**src/rtl/fft_stage3_pkg.sv**
```systemverilog
// fft_stage3_pkg: widths, FSM states and bin reordering shared by the final FFT stage
package fft_stage3_pkg;
  localparam int N = 4;
  localparam int W = 2**N;
  localparam int OW = W + 1;
  typedef enum logic {IDLE, STREAM} state_t;
  function automatic logic [2:0] bitrev3(input logic [2:0] k);
    return {k[0], k[1], k[2]};
  endfunction
endpackage

```
**src/rtl/fft_stage3_if.sv**
```systemverilog
// fft_stage3_if: stage-2 frame input and natural-order bin stream of the final FFT stage
interface fft_stage3_if;
  import fft_stage3_pkg::*;
  logic signed [W-1:0] t0, t2, t4, t6, tr1, ti1, tr3, ti3, tr5, ti5, tr7, ti7;
  logic in_valid, in_ready;
  logic signed [OW-1:0] out_re, out_im;
  logic [2:0] out_idx;
  logic out_last, out_valid, out_ready;
  modport master(
    output t0, t2, t4, t6, tr1, ti1, tr3, ti3, tr5, ti5, tr7, ti7, in_valid, out_ready,
    input in_ready, out_re, out_im, out_idx, out_last, out_valid
  );
  modport slave(
    input t0, t2, t4, t6, tr1, ti1, tr3, ti3, tr5, ti5, tr7, ti7, in_valid, out_ready,
    output in_ready, out_re, out_im, out_idx, out_last, out_valid
  );
endinterface

```
**src/rtl/fft_stage3_bf_final.sv**
```systemverilog
// fft_stage3_bf_final: combinational radix-2 complex butterfly, W-bit in, W+1-bit out
module fft_stage3_bf_final
  import fft_stage3_pkg::*;
(
  input  logic signed [W-1:0]  ar,
  input  logic signed [W-1:0]  ai,
  input  logic signed [W-1:0]  br,
  input  logic signed [W-1:0]  bi,
  output logic signed [OW-1:0] sr,
  output logic signed [OW-1:0] si,
  output logic signed [OW-1:0] dr,
  output logic signed [OW-1:0] di
);
  logic signed [OW-1:0] xr, xi, yr, yi;
  assign xr = ar;
  assign xi = ai;
  assign yr = br;
  assign yi = bi;
  assign sr = xr + yr;
  assign si = xi + yi;
  assign dr = xr - yr;
  assign di = xi - yi;
endmodule

```
**src/rtl/fft_stage3.sv**
```systemverilog
// fft_stage3: last four butterflies of the 8-point FFT, streamed out in natural bin order
module fft_stage3
  import fft_stage3_pkg::*;
(
  input logic clk,
  input logic rst,
  fft_stage3_if.slave io
);
  state_t state_q, state_d;
  logic [2:0] idx_q, idx_d;
  logic signed [OW-1:0] re_q [8];
  logic signed [OW-1:0] im_q [8];
  logic signed [OW-1:0] re_d [8];
  logic signed [OW-1:0] im_d [8];
  logic signed [OW-1:0] bre [8];
  logic signed [OW-1:0] bim [8];
  logic signed [W-1:0] ar [4];
  logic signed [W-1:0] br [4];
  logic signed [W-1:0] bi [4];
  logic stream, beat, last_beat, accept;
  assign ar = '{io.t0, io.t2, io.t4, io.t6};
  assign br = '{io.tr1, io.tr3, io.tr5, io.tr7};
  assign bi = '{io.ti1, io.ti3, io.ti5, io.ti7};
  // buffer slot 2p holds pair p's sum, 2p+1 its difference; bin k lives at slot bitrev(k)
  for (genvar p = 0; p < 4; p++) begin : g_bf
    fft_stage3_bf_final u_bf (
      .ar(ar[p]), .ai('0), .br(br[p]), .bi(bi[p]),
      .sr(bre[2*p]), .si(bim[2*p]), .dr(bre[2*p+1]), .di(bim[2*p+1])
    );
  end
  always_comb begin
    stream = state_q == STREAM;
    beat = stream & io.out_ready;
    last_beat = beat & (idx_q == 3'd7);
    io.in_ready = !stream | last_beat;
    accept = io.in_valid & io.in_ready;
    state_d = accept ? STREAM : last_beat ? IDLE : state_q;
    idx_d = accept ? 3'd0 : beat ? idx_q + 3'd1 : idx_q;
    for (int k = 0; k < 8; k++) begin
      re_d[k] = accept ? bre[k] : re_q[k];
      im_d[k] = accept ? bim[k] : im_q[k];
    end
    io.out_valid = stream;
    io.out_idx = idx_q;
    io.out_last = stream & (idx_q == 3'd7);
    io.out_re = stream ? re_q[bitrev3(idx_q)] : '0;
    io.out_im = stream ? im_q[bitrev3(idx_q)] : '0;
  end
  always_ff @(posedge clk or negedge rst) begin
    if (!rst) begin
      state_q <= IDLE;
      idx_q <= '0;
      re_q <= '{default: '0};
      im_q <= '{default: '0};
    end else begin
      state_q <= state_d;
      idx_q <= idx_d;
      re_q <= re_d;
      im_q <= im_d;
    end
  end
endmodule
```
**src/flat_wrapper.sv**
```systemverilog
// flat-port wrapper written by rule: the top's interface ports become plain ports
module fft_stage3_flat import fft_stage3_pkg::*;
  (clk, rst, io_t0, io_t2, io_t4, io_t6, io_tr1, io_ti1, io_tr3, io_ti3, io_tr5, io_ti5, io_tr7, io_ti7, io_in_valid, io_out_ready, io_in_ready, io_out_re, io_out_im, io_out_idx, io_out_last, io_out_valid);
  fft_stage3_if io_i ();
  input logic clk;
  input logic rst;
  input wire logic [$bits(io_i.t0)-1:0] io_t0;
  input wire logic [$bits(io_i.t2)-1:0] io_t2;
  input wire logic [$bits(io_i.t4)-1:0] io_t4;
  input wire logic [$bits(io_i.t6)-1:0] io_t6;
  input wire logic [$bits(io_i.tr1)-1:0] io_tr1;
  input wire logic [$bits(io_i.ti1)-1:0] io_ti1;
  input wire logic [$bits(io_i.tr3)-1:0] io_tr3;
  input wire logic [$bits(io_i.ti3)-1:0] io_ti3;
  input wire logic [$bits(io_i.tr5)-1:0] io_tr5;
  input wire logic [$bits(io_i.ti5)-1:0] io_ti5;
  input wire logic [$bits(io_i.tr7)-1:0] io_tr7;
  input wire logic [$bits(io_i.ti7)-1:0] io_ti7;
  input wire logic [$bits(io_i.in_valid)-1:0] io_in_valid;
  input wire logic [$bits(io_i.out_ready)-1:0] io_out_ready;
  output wire logic [$bits(io_i.in_ready)-1:0] io_in_ready;
  output wire logic [$bits(io_i.out_re)-1:0] io_out_re;
  output wire logic [$bits(io_i.out_im)-1:0] io_out_im;
  output wire logic [$bits(io_i.out_idx)-1:0] io_out_idx;
  output wire logic [$bits(io_i.out_last)-1:0] io_out_last;
  output wire logic [$bits(io_i.out_valid)-1:0] io_out_valid;
  assign io_i.t0 = io_t0;
  assign io_i.t2 = io_t2;
  assign io_i.t4 = io_t4;
  assign io_i.t6 = io_t6;
  assign io_i.tr1 = io_tr1;
  assign io_i.ti1 = io_ti1;
  assign io_i.tr3 = io_tr3;
  assign io_i.ti3 = io_ti3;
  assign io_i.tr5 = io_tr5;
  assign io_i.ti5 = io_ti5;
  assign io_i.tr7 = io_tr7;
  assign io_i.ti7 = io_ti7;
  assign io_i.in_valid = io_in_valid;
  assign io_i.out_ready = io_out_ready;
  assign io_in_ready = io_i.in_ready;
  assign io_out_re = io_i.out_re;
  assign io_out_im = io_i.out_im;
  assign io_out_idx = io_i.out_idx;
  assign io_out_last = io_i.out_last;
  assign io_out_valid = io_i.out_valid;
  fft_stage3 u_core (.clk(clk), .rst(rst), .io(io_i));
endmodule
```
**config.mk**
```make
export PLATFORM = sky130hd
export DESIGN_NAME = fft_stage3_flat
export DESIGN_NICKNAME = d
export VERILOG_FILES = /design/src/rtl/fft_stage3_pkg.sv /design/src/rtl/fft_stage3_if.sv /design/src/rtl/fft_stage3_bf_final.sv /design/src/rtl/fft_stage3.sv /design/src/flat_wrapper.sv
export SDC_FILE = /design/constraint.sdc
export NUM_CORES = 1
export LEC_CHECK = 0
export ABC_AREA = 1
export CORE_UTILIZATION = 45
export CTS_BUF_LIST = sky130_fd_sc_hd__clkbuf_16
export CTS_CLUSTER_DIAMETER = 80
export DETAILED_ROUTE_END_ITERATION = 16
export PLACE_DENSITY = 0.69
export RECOVER_POWER = 25
export SKIP_CTS_REPAIR_TIMING = 1
export SKIP_LAST_GASP = 1
export SLEW_MARGIN = 20
export SYNTH_ARGS = -nofsm -noshare
export SYNTH_HDL_FRONTEND = slang
export SYNTH_SLANG_ARGS = --single-unit
```
**constraint.sdc**
```tcl
create_clock -name clk -period 2.2 [get_ports clk]
set_input_delay 0.66 -clock clk [delete_from_list [all_inputs] [get_ports clk]]
set_output_delay 0.66 -clock clk [all_outputs]
set_load 0.02 [all_outputs]
```
### Yosys cells after proc, flatten, opt, wreduce, memory -nomap -nowiden

Index checks and enable logic that the tools add are counted.

| word-level totals | value |
|---|---|
| bits in registers | 272 |
| bits of input ports | 196 |
| output and inout port bits | 40 |
| logic and storage cells | 54 |

| operators by class | value |
|---|---|
| $add $sub $neg | 13 |
| order comparisons | 1 |
| equal/unequal tests | 1 |
| muxes and demuxes | 12 |
| bitwise operators | 6 |
| reductions and logical operators | 3 |

Operator list:

| kind | number |
|---|---|
| $bmux W17 S3 | 2 |
| $mux W17 | 6 |
| $add A16 B16 Y17 | 4 |
| $sub A1 B16 Y17 const A | 4 |
| $sub A16 B16 Y17 | 4 |
| $mux W3 | 2 |
| $and A1 B1 Y1 | 4 |
| $ge A4 B4 Y1 const B | 1 |
| $not A3 Y4 | 1 |
| $reduce_bool A2 Y1 | 2 |
| $add A3 B1 Y3 const B | 1 |
| $eq A3 B3 Y1 const B | 1 |
| $mux W1 | 2 |
| $logic_not A1 Y1 | 1 |
| $or A1 B1 Y1 | 1 |

### Depth between registers and ports, before layout

Gate-level depths: netlist (run 1).

| logic depth | value |
|---|---|
| depth in word-level cells | 5 |
| gate-level depth with buffers | 13 |
| gate-level depth less buffers | 13 |

### Modules after synthesis

Synthesis (run 1) repeated with hierarchy kept, for this count alone.

| unflattened totals | value |
|---|---|
| cells, all modules | 5065 |
| area total of the unflattened synthesis | 30040.1 um^2 |

Modules (own cells, without submodules):

| module | times used | cells an instance | area each (um^2) | seq. area each (um^2) |
|---|---|---|---|---|
| fft_stage3 | 1 | 1811 | 13491.7 | 6906.6 |
| fft_stage3_bf_final at u_core.g_bf[1].u_bf ... | 2 | 814 | 4124.0 | 0.0 |
| fft_stage3_bf_final at u_core.g_bf[0].u_bf | 1 | 812 | 4194.0 | 0.0 |
| fft_stage3_bf_final at u_core.g_bf[3].u_bf | 1 | 814 | 4106.4 | 0.0 |

### Worst setup path after synthesis (run 1)

Ideal clock, no wire load.

| path | value |
|---|---|
| path type | register to output |
| start | register u_core.idx_q[1], in the netlist u_core.io.out_idx[1] |
| end | output io_out_im[0] |
| arrival time | 1671 ps |
| data required time | 1540 ps |
| setup slack | -131 ps |
| stages on the path, launching flop included | 6 |
| path buffers | 2 |
| cells stage by stage | dfrtp_1 buf_2 inv_2 clkbuf_1 a21oi_1 a221oi_1 |

| between the ends | value |
|---|---|
| longest elaborated chain between the ends | 5 |

Ends and longest elaborated chain:

| item | RTL line | source |
|---|---|---|
| start, declared | fft_stage3.sv:10 | `logic [2:0] idx_q, idx_d;` |
| start signal, assigned | fft_stage3.sv:57 | `idx_q <= idx_d;` |
| $not A3 Y4 (implied by the code) | fft_stage3.sv:47 | `io.out_im = stream ? im_q[bitrev3(idx_q)] : '0;` |
| $bmux W17 S3 | fft_stage3.sv:47 |  |
| $mux W17 (implied by the code) (2 in a row) | fft_stage3.sv:47 |  |
| $mux W17 | fft_stage3.sv:47 |  |
| end, declared | flat_wrapper.sv:23 | `output wire logic [$bits(io_i.out_im)-1:0] io_out_im;` |

Every way passes these cells. The select of a mux whose other input is x is not followed.

### Final worst setup path (run 1)

| path | value |
|---|---|
| start | register u_core.idx_q[2], in the netlist u_core.io.out_idx[2] |
| end | output io_out_re[7] |

| between the ends | value |
|---|---|
| longest elaborated chain between the ends | 5 |

Ends and longest elaborated chain:

| item | RTL line | source |
|---|---|---|
| $not A3 Y4 (implied by the code) | fft_stage3.sv:46 | `io.out_re = stream ? re_q[bitrev3(idx_q)] : '0;` |
| $bmux W17 S3 | fft_stage3.sv:46 |  |
| $mux W17 (implied by the code) (2 in a row) | fft_stage3.sv:46 |  |
| $mux W17 | fft_stage3.sv:46 |  |
| end, declared | flat_wrapper.sv:22 | `output wire logic [$bits(io_i.out_re)-1:0] io_out_re;` |

Every way passes these cells. The select of a mux whose other input is x is not followed.

==> flow_summary.toml, run 1 <==
[synth]
synth_top_area_frac = 0.318
synth.net_count = 3553
ys_types = 44
synth.ff_latch_count = 264
synth.cell_area_sq_mm = 0.0208
ys_top_cells_by_area = "dfrtp_1 (32%), nand2_1 (18%), inv_1 (8.4%)"
ys_warn_count = 0
seq_area_frac_synth = 0.318
yosysTopAreaCell = "dfrtp_1"
synth_edf_count = 0
synthCells = 3215
synth_top_flop_cell = "dfrtp_1"
async_flop_share = 1.00
avgSynthCellArea_sq_um = 6.47

[global_routing]
antenna_found_initial = 1
grt_usage = 0.302
grt_pass1_vias = 22100
met3_usage = 0.0200
overflow = 0
grtUsageMet1 = 0.414
grt_max_degree = 63
top_usage_layer = "met2"
grt.met2_usage = 0.505
grt_pass1_wl_mm = 114

[timing]
finalCriticalPeriod_ps = 2950
setup_violations = 294
fmax_mhz = 338
finalCritPeriodShare = 1.34
finalHoldViolCount = 0
relSlewSlack = 0.163
clock-skew-final_ps = 8.64
final.setup.worst_slack_ps = -755
rsz0062_at_grt = "true"
worstMarginPinSlew_ps = 1260
drv_slew = 0
fin_tns_setup_ps = -49530

[power]
peakVddDrop_mv = 1.02
power_density_mw_per_mm2 = 1060
leakagePower_nw = 15.8

[cells_and_area]
stdcell_count = 4476
drive_above_1_share = 0.179
multi_input_area_sq_mm = 0.0122
nNetsFinal = 4194
fillCellCount = 4132
seqCellArea_sq_mm = 0.00661
fin_util = 0.647
synthToLayoutAreaGrowth_pct = 41.5

[clock_tree]
clkLatencyLatePin_ps = 550
clkSinkCount = 264
clk_pin_slew_worst_paths_ps = 60
h-tree-depth = 1
cts_inserted_buffers = 29
cts-root-buf = "clkbuf_16"
max-clock-path-buffers = 3
cts_tree = "done"

[drt]
drt.antenna.violating_nets = 0
drt_iter0_drc = 2216
wl_per_cell_um = 17.4
wirelength_mm = 78.1
drtPass1Iterations = 6
via_count = 23600
drc_errors = 0
vias_per_cell = 5.26

[critical_path]
worst_ep_arrival_time_ps = 2290
crit_chain = "clkinv_8, buf_4, a21oi_1, o21ai_1, o21ai_1, buf_4, o21ai_2, nor2_2, buf_4"
worstRegToRegCells = 15
timing.rr.start = "u_core.io.out_idx[1]"
critPathMostFrequentCell = "buf_4"
worstPathRequired_ps = 1540
critPathMaxStageDelay_ps = 470
crit_type = "reg -> out"
reg2reg_slack_ps = -240
critPathLaunchType = "flop"
critPathBufInv = 4
rr_endpoint = "u_core.re_q[31]"
end_kind = "primary output"
cp_top_family = "buffers and inverters"
crit_path_max_fanout = 10
critPathSlowestCell = "dfrtp_2"

[floorplan]
ios = 236
dieHeight_um = 217
die_w_um = 217
core-area_sq_mm = 0.0455
die_area_sq_mm = 0.0471
start_util = 0.457
rows = 78

[placement]
placed_cells_incl_taps = 4366
pre_cts_slack_ps = -636
numPortBuffers = 235
dp_hpwl_mm = 57.7
gp_congestion = 0.945

[outcome]
violations = "negative setup slack"
status = "complete, but fails checks"

[run]
maxCapViolations = 0

[min_path]
hp-class = "in -> async"
-- cell type report --
cell class,instances,share of cell area
tap,600,0.0255
timing repair buffer,751,0.244
timing repair inverter,2,0.000596
multi-input combinational,2338,0.414
clock buffer,29,0.0247
clock inverter,21,0.00489
sequential,264,0.225
antenna,1,0.0000851
inverter,470,0.0610
-- state kept, by name, summed over array words and instances, names as in the netlist --
signal               flops
u_core.im_q            128
u_core.io.out_idx        3
u_core.re_q            132
u_core.io.out_valid      1
-- synth_stat cells (2+ instances only) --
| library cell | n |
|---|---|
| buf_8 | 2 |
| buf_4 | 6 |
| nand2_2 | 2 |
| o31ai_1 | 2 |
| a31oi_1 | 41 |
| nand4_1 | 38 |
| o22ai_1 | 20 |
| ha_1 | 134 |
| nand2_1 | 978 |
| fa_1 | 8 |
| clkbuf_1 | 41 |
| nand3_1 | 247 |
| nor2_2 | 4 |
| nor2_1 | 294 |
| inv_1 | 465 |
| buf_2 | 85 |
| clkbuf_2 | 3 |
| inv_2 | 4 |
| o21a_1 | 3 |
| nor3_1 | 24 |
| buf_6 | 5 |
| a21oi_1 | 161 |
| o211ai_1 | 16 |
| o21bai_1 | 7 |
| a32oi_1 | 2 |
| and2_1 | 12 |
| nand3b_1 | 6 |
| nor4_1 | 2 |
| or2_0 | 5 |
| o21ai_0 | 258 |
| xor2_1 | 44 |
| dfrtp_1 | 264 |
| o21ai_1 | 21 |
-- routing by layer --
metal / vias to the layer above / part of all wire
met2: 902 / 0.47
met5: - / 0
met1: 11000 / 0.43
met3: 168 / 0.059
li1: 11500 / -
met4: 0 / 0.039
-- worst reg2reg max path: stages, from the launching register on --
cell	delay, ps
dfrtp_2	450
buf_6	160
buf_12	140
buf_12	140
ha_4	160
ha_4	180
nand2_2	60
nand2_2	60
buf_6	140
nand2_8	130
clkinv_8	100
buf_16	150
buf_12	130
buf_4	130
nand3_1	130
nand2_1	70
-- cells by family (layout without fill, tap and decap cells) --
group / Yosys count / count (layout) / share of synthesized area
DFF: 264 / 264 / 0.318
and+or+nand+nor: 1615 / 1615 / 0.317
other: 0 / 1 / 0
xor gates and xnor gates: 45 / 45 / 0.0190
buffers and inverters: 613 / 1273 / 0.120
AOI/OAI and AO/OA: 536 / 536 / 0.137
adders and majority gates: 142 / 142 / 0.0884
-- metrics by stage --
stage / power, mW / area [sq um] / hold WS (ps)
2_1_floorplan: 17.0 / 21000 / 364
3_3_place_gp: 24.1 / 27200 / 460
3_5_place_dp: 24.4 / 27200 / 464
4_1_cts: 29.1 / 28000 / 1.04
5_1_grt: 33.1 / 29400 / 433
6_report: 31.3 / 29400 / 354
-- report_power, final --
part           total [mW]  switching [mW]  internal [mW]
combinational        17.9            10.1           7.78
sequential           8.83            1.63           7.19
clock                4.62            2.02           2.60
-- layout by cell type (no fill, tap or decap), types with 29 or more instances in the layout --
cell type	Yosys	layout
ha_1	134	132
a21oi_1	161	148
buf_4	6	459
nand2_1	978	973
buf_12	0	29
inv_1	465	472
clkdlybuf4s50_1	0	197
o21ai_0	258	215
xor2_1	44	44
dfrtp_1	264	262
nand3_1	247	242
nor2_1	294	287
o21ai_1	21	46
nand4_1	38	38
clkbuf_16	0	56
-- how the worst max path moves through the flow --
| stage | slack [ps] | startpoint | end | cells past startpoint |
|---|---|---|---|---|
| floorplan | -40 | u_core.io.out_idx[0] | io_out_im[14] | 4 |
| global placement | -590 | u_core.io.out_idx[1] | io_out_im[0] | 5 |
| detailed placement | -640 | u_core.io.out_idx[2] | io_out_im[7] | 7 |
| CTS | -1230 | u_core.io.out_idx[2] | io_out_im[7] | 7 |
| global route | -810 | u_core.io.out_idx[2] | io_out_im[8] | 9 |
| finish | -750 | u_core.io.out_idx[2] | io_out_re[7] | 9 |
Power figures use the tool's default switching activity.
==> inputs of run 2 (changes only) <==
--- a/config.mk
+++ b/config.mk
@@ -6,11 +6,13 @@
 export NUM_CORES = 1
 export LEC_CHECK = 0
 export ABC_AREA = 1
-export CORE_UTILIZATION = 45
+export CELL_PAD_IN_SITES_DETAIL_PLACEMENT = 1
+export CELL_PAD_IN_SITES_GLOBAL_PLACEMENT = 1
+export CORE_UTILIZATION = 44
 export CTS_BUF_LIST = sky130_fd_sc_hd__clkbuf_16
 export CTS_CLUSTER_DIAMETER = 80
 export DETAILED_ROUTE_END_ITERATION = 16
-export PLACE_DENSITY = 0.69
+export PLACE_DENSITY = 0.9
 export RECOVER_POWER = 25
 export SKIP_CTS_REPAIR_TIMING = 1
 export SKIP_LAST_GASP = 1
==> constraint.sdc (replaced) <==
create_clock -name clk -period 3.45 [get_ports clk]
set_input_delay 1.035 -clock clk [delete_from_list [all_inputs] [get_ports clk]]
set_output_delay 1.035 -clock clk [all_outputs]
set_load 0.02 [all_outputs]
==> flow_summary.toml, run 2 (synthesis results as in run 1) <==
[drt]
drtPass1Iterations = 5
drc_errors = 0
wirelength_mm = 78.8
vias_per_cell = 5.55
drt.antenna.violating_nets = 0
wl_per_cell_um = 19.6
drt_iter0_drc = 1658
via_count = 22300

[critical_path]
end_kind = "primary output"
worstRegToRegCells = 11
worstSetupPathDepth = 7
crit_chain = "buf_4, clkbuf_16, nor2_1, o21ai_0, a31oi_1, buf_4, clkdlybuf4s50_1"
critPathMostFrequentCell = "buf_4"
critPathBufInv = 4
crit_path_max_fanout = 39
cp_top_family = "buffers and inverters"
worstPathRequired_ps = 2410
critPathSlowestCell = "clkdlybuf4s50_1"
worst_ep_arrival_time_ps = 2720
crit_type = "reg -> out"
critPathLaunchType = "flop"
critPathMaxStageDelay_ps = 600

[placement]
dp_hpwl_mm = 59.2
numPortBuffers = 235
place_area_sq_mm = 0.0237
gp_congestion = 0.945

[floorplan]
core-area_sq_mm = 0.0466
die_area_sq_mm = 0.0481
dieHeight_um = 219
die_w_um = 219
ios = 236
rows = 79
start_util = 0.446

[outcome]
violations = "max-capacitance violations, max-slew violations, negative setup slack"
status = "complete, but fails checks"

[power]
power.internal_mw = 9.57
total_power_mw = 17.8
power_frac_seq = 0.316
p_sw_mw = 8.26
switching_share = 0.463
leakagePower_nw = 13.3
power_density_mw_per_mm2 = 721
clkPwrFrac = 0.183
power_frac_comb = 0.502
peakVddDrop_mv = 0.702

[min_path]
worst_hold_path.num_cells = 2
hp-class = "reg -> reg"

[global_routing]
grt_max_degree = 139
grt_pass1_vias = 23000
grt_pass1_wl_mm = 122
grt_usage = 0.318
antenna_found_initial = 1
overflow = 0

[timing]
worstMarginPinSlew_ps = 1930
final.setup.worst_slack_ps = -300
drv_slew = 69
relSlewSlack = -0.288
rsz0062_at_grt = "true"
finalHoldViolCount = 0
finalCriticalPeriod_ps = 3750
hold_ws_ps = 485
fmax_mhz = 267
clock-skew-final_ps = 23.7
finalCritPeriodShare = 1.09
setup_violations = 10

[run]
maxCapViolations = 1

[cells_and_area]
final_common_cell = "nand2_1"
fillCellCount = 6202
seqCellArea_sq_mm = 0.00661
multi_input_area_sq_mm = 0.0117
fin_area_sq_mm = 0.0247
drive_above_1_share = 0.0413
top_register = "u_core.re_q"
most-common-layout-cells = "nand2_1 (978), inv_1 (473), nor2_1 (292)"
nNetsFinal = 3730
largest_reg_flops = 132
synthToLayoutAreaGrowth_pct = 19.0

[clock_tree]
clkSinkCount = 264
cts_inserted_buffers = 31
cts_tree = "done"
max-clock-path-buffers = 3
clkLatencyLatePin_ps = 580
h-tree-depth = 1
cts-root-buf = "clkbuf_16"
clk_pin_slew_worst_paths_ps = 70
==> run 2: routing by layer <==
layer	vias to the layer above	wire (um)	global-route usage
li1	10500	-	-
met1	11000	33300	0.400
met2	611	39200	0.567
met3	161	3440	0.0262
met4	0	2880	0.116
met5	-	0	0
==> run 2: worst paths after layout <==
path	from	endpoint	slack (ps)
min in group asynchronous	rst	u_core.im_q[48]	1000
max reg2reg	u_core.io.out_idx[1]	u_core.im_q[112]	740
min	u_core.im_q[91]	u_core.im_q[91]	480
min reg2reg	u_core.im_q[91]	u_core.im_q[91]	480
max in group asynchronous	rst	u_core.re_q[99]	460
max	u_core.io.out_idx[1]	io_out_re[13]	-300
==> run 2: power groups by stage <==
stage / Clock [mW] / Sequential (mW) / Combinational (mW)
3_3_place_gp: 0 / 5.51 / 8.44
3_5_place_dp: 0 / 5.58 / 8.78
4_1_cts: 3.27 / 5.57 / 8.93
5_1_grt: 3.40 / 5.73 / 9.76
2_1_floorplan: 0 / 5.14 / 5.40
6_report: 3.26 / 5.63 / 8.95
==> run 2: worst reg2reg max path: stages, from the launching register on <==
cell     delay (ps)
dfrtp_2         470
buf_16          210
ha_1            230
ha_2            210
nand2_1          90
nand2_2          60
buf_4           180
nand2_8         130
buf_12          430
nor2_1          240
a22oi_1         210
o31ai_1         100
==> run 2: through the flow <==
step,setup WS [ps],setup TNS [ps],util,std cells
2_1_floorplan,744,0,-,3215
3_3_place_gp,115,0,0.509,3959
3_5_place_dp,86.4,0,0.509,3959
4_1_cts,-541,-15480,0.530,4015
5_1_grt,-345,-2570,0.531,4022
6_report,-300,-786,0.531,4023
==> run 2: cell type report <==
cell class | count | area share
multi-input combinational | 2338 | 0.474
sequential | 264 | 0.267
timing repair buffer | 287 | 0.116
inverter | 470 | 0.0721
clock buffer | 31 | 0.0314
tap | 607 | 0.0307
clock inverter | 25 | 0.00850
antenna | 1 | 0.000101
==> inputs of run 3 (changes only) <==
--- a/config.mk
+++ b/config.mk
@@ -6,6 +6,7 @@
 export NUM_CORES = 1
 export LEC_CHECK = 0
 export ABC_AREA = 1
+export ABC_CLOCK_PERIOD_IN_PS = 3450
 export CELL_PAD_IN_SITES_DETAIL_PLACEMENT = 1
 export CELL_PAD_IN_SITES_GLOBAL_PLACEMENT = 1
 export CORE_UTILIZATION = 44
==> results of run 3 <==
Same layout as run 2: the final DEF is identical, and so are final timing and power.
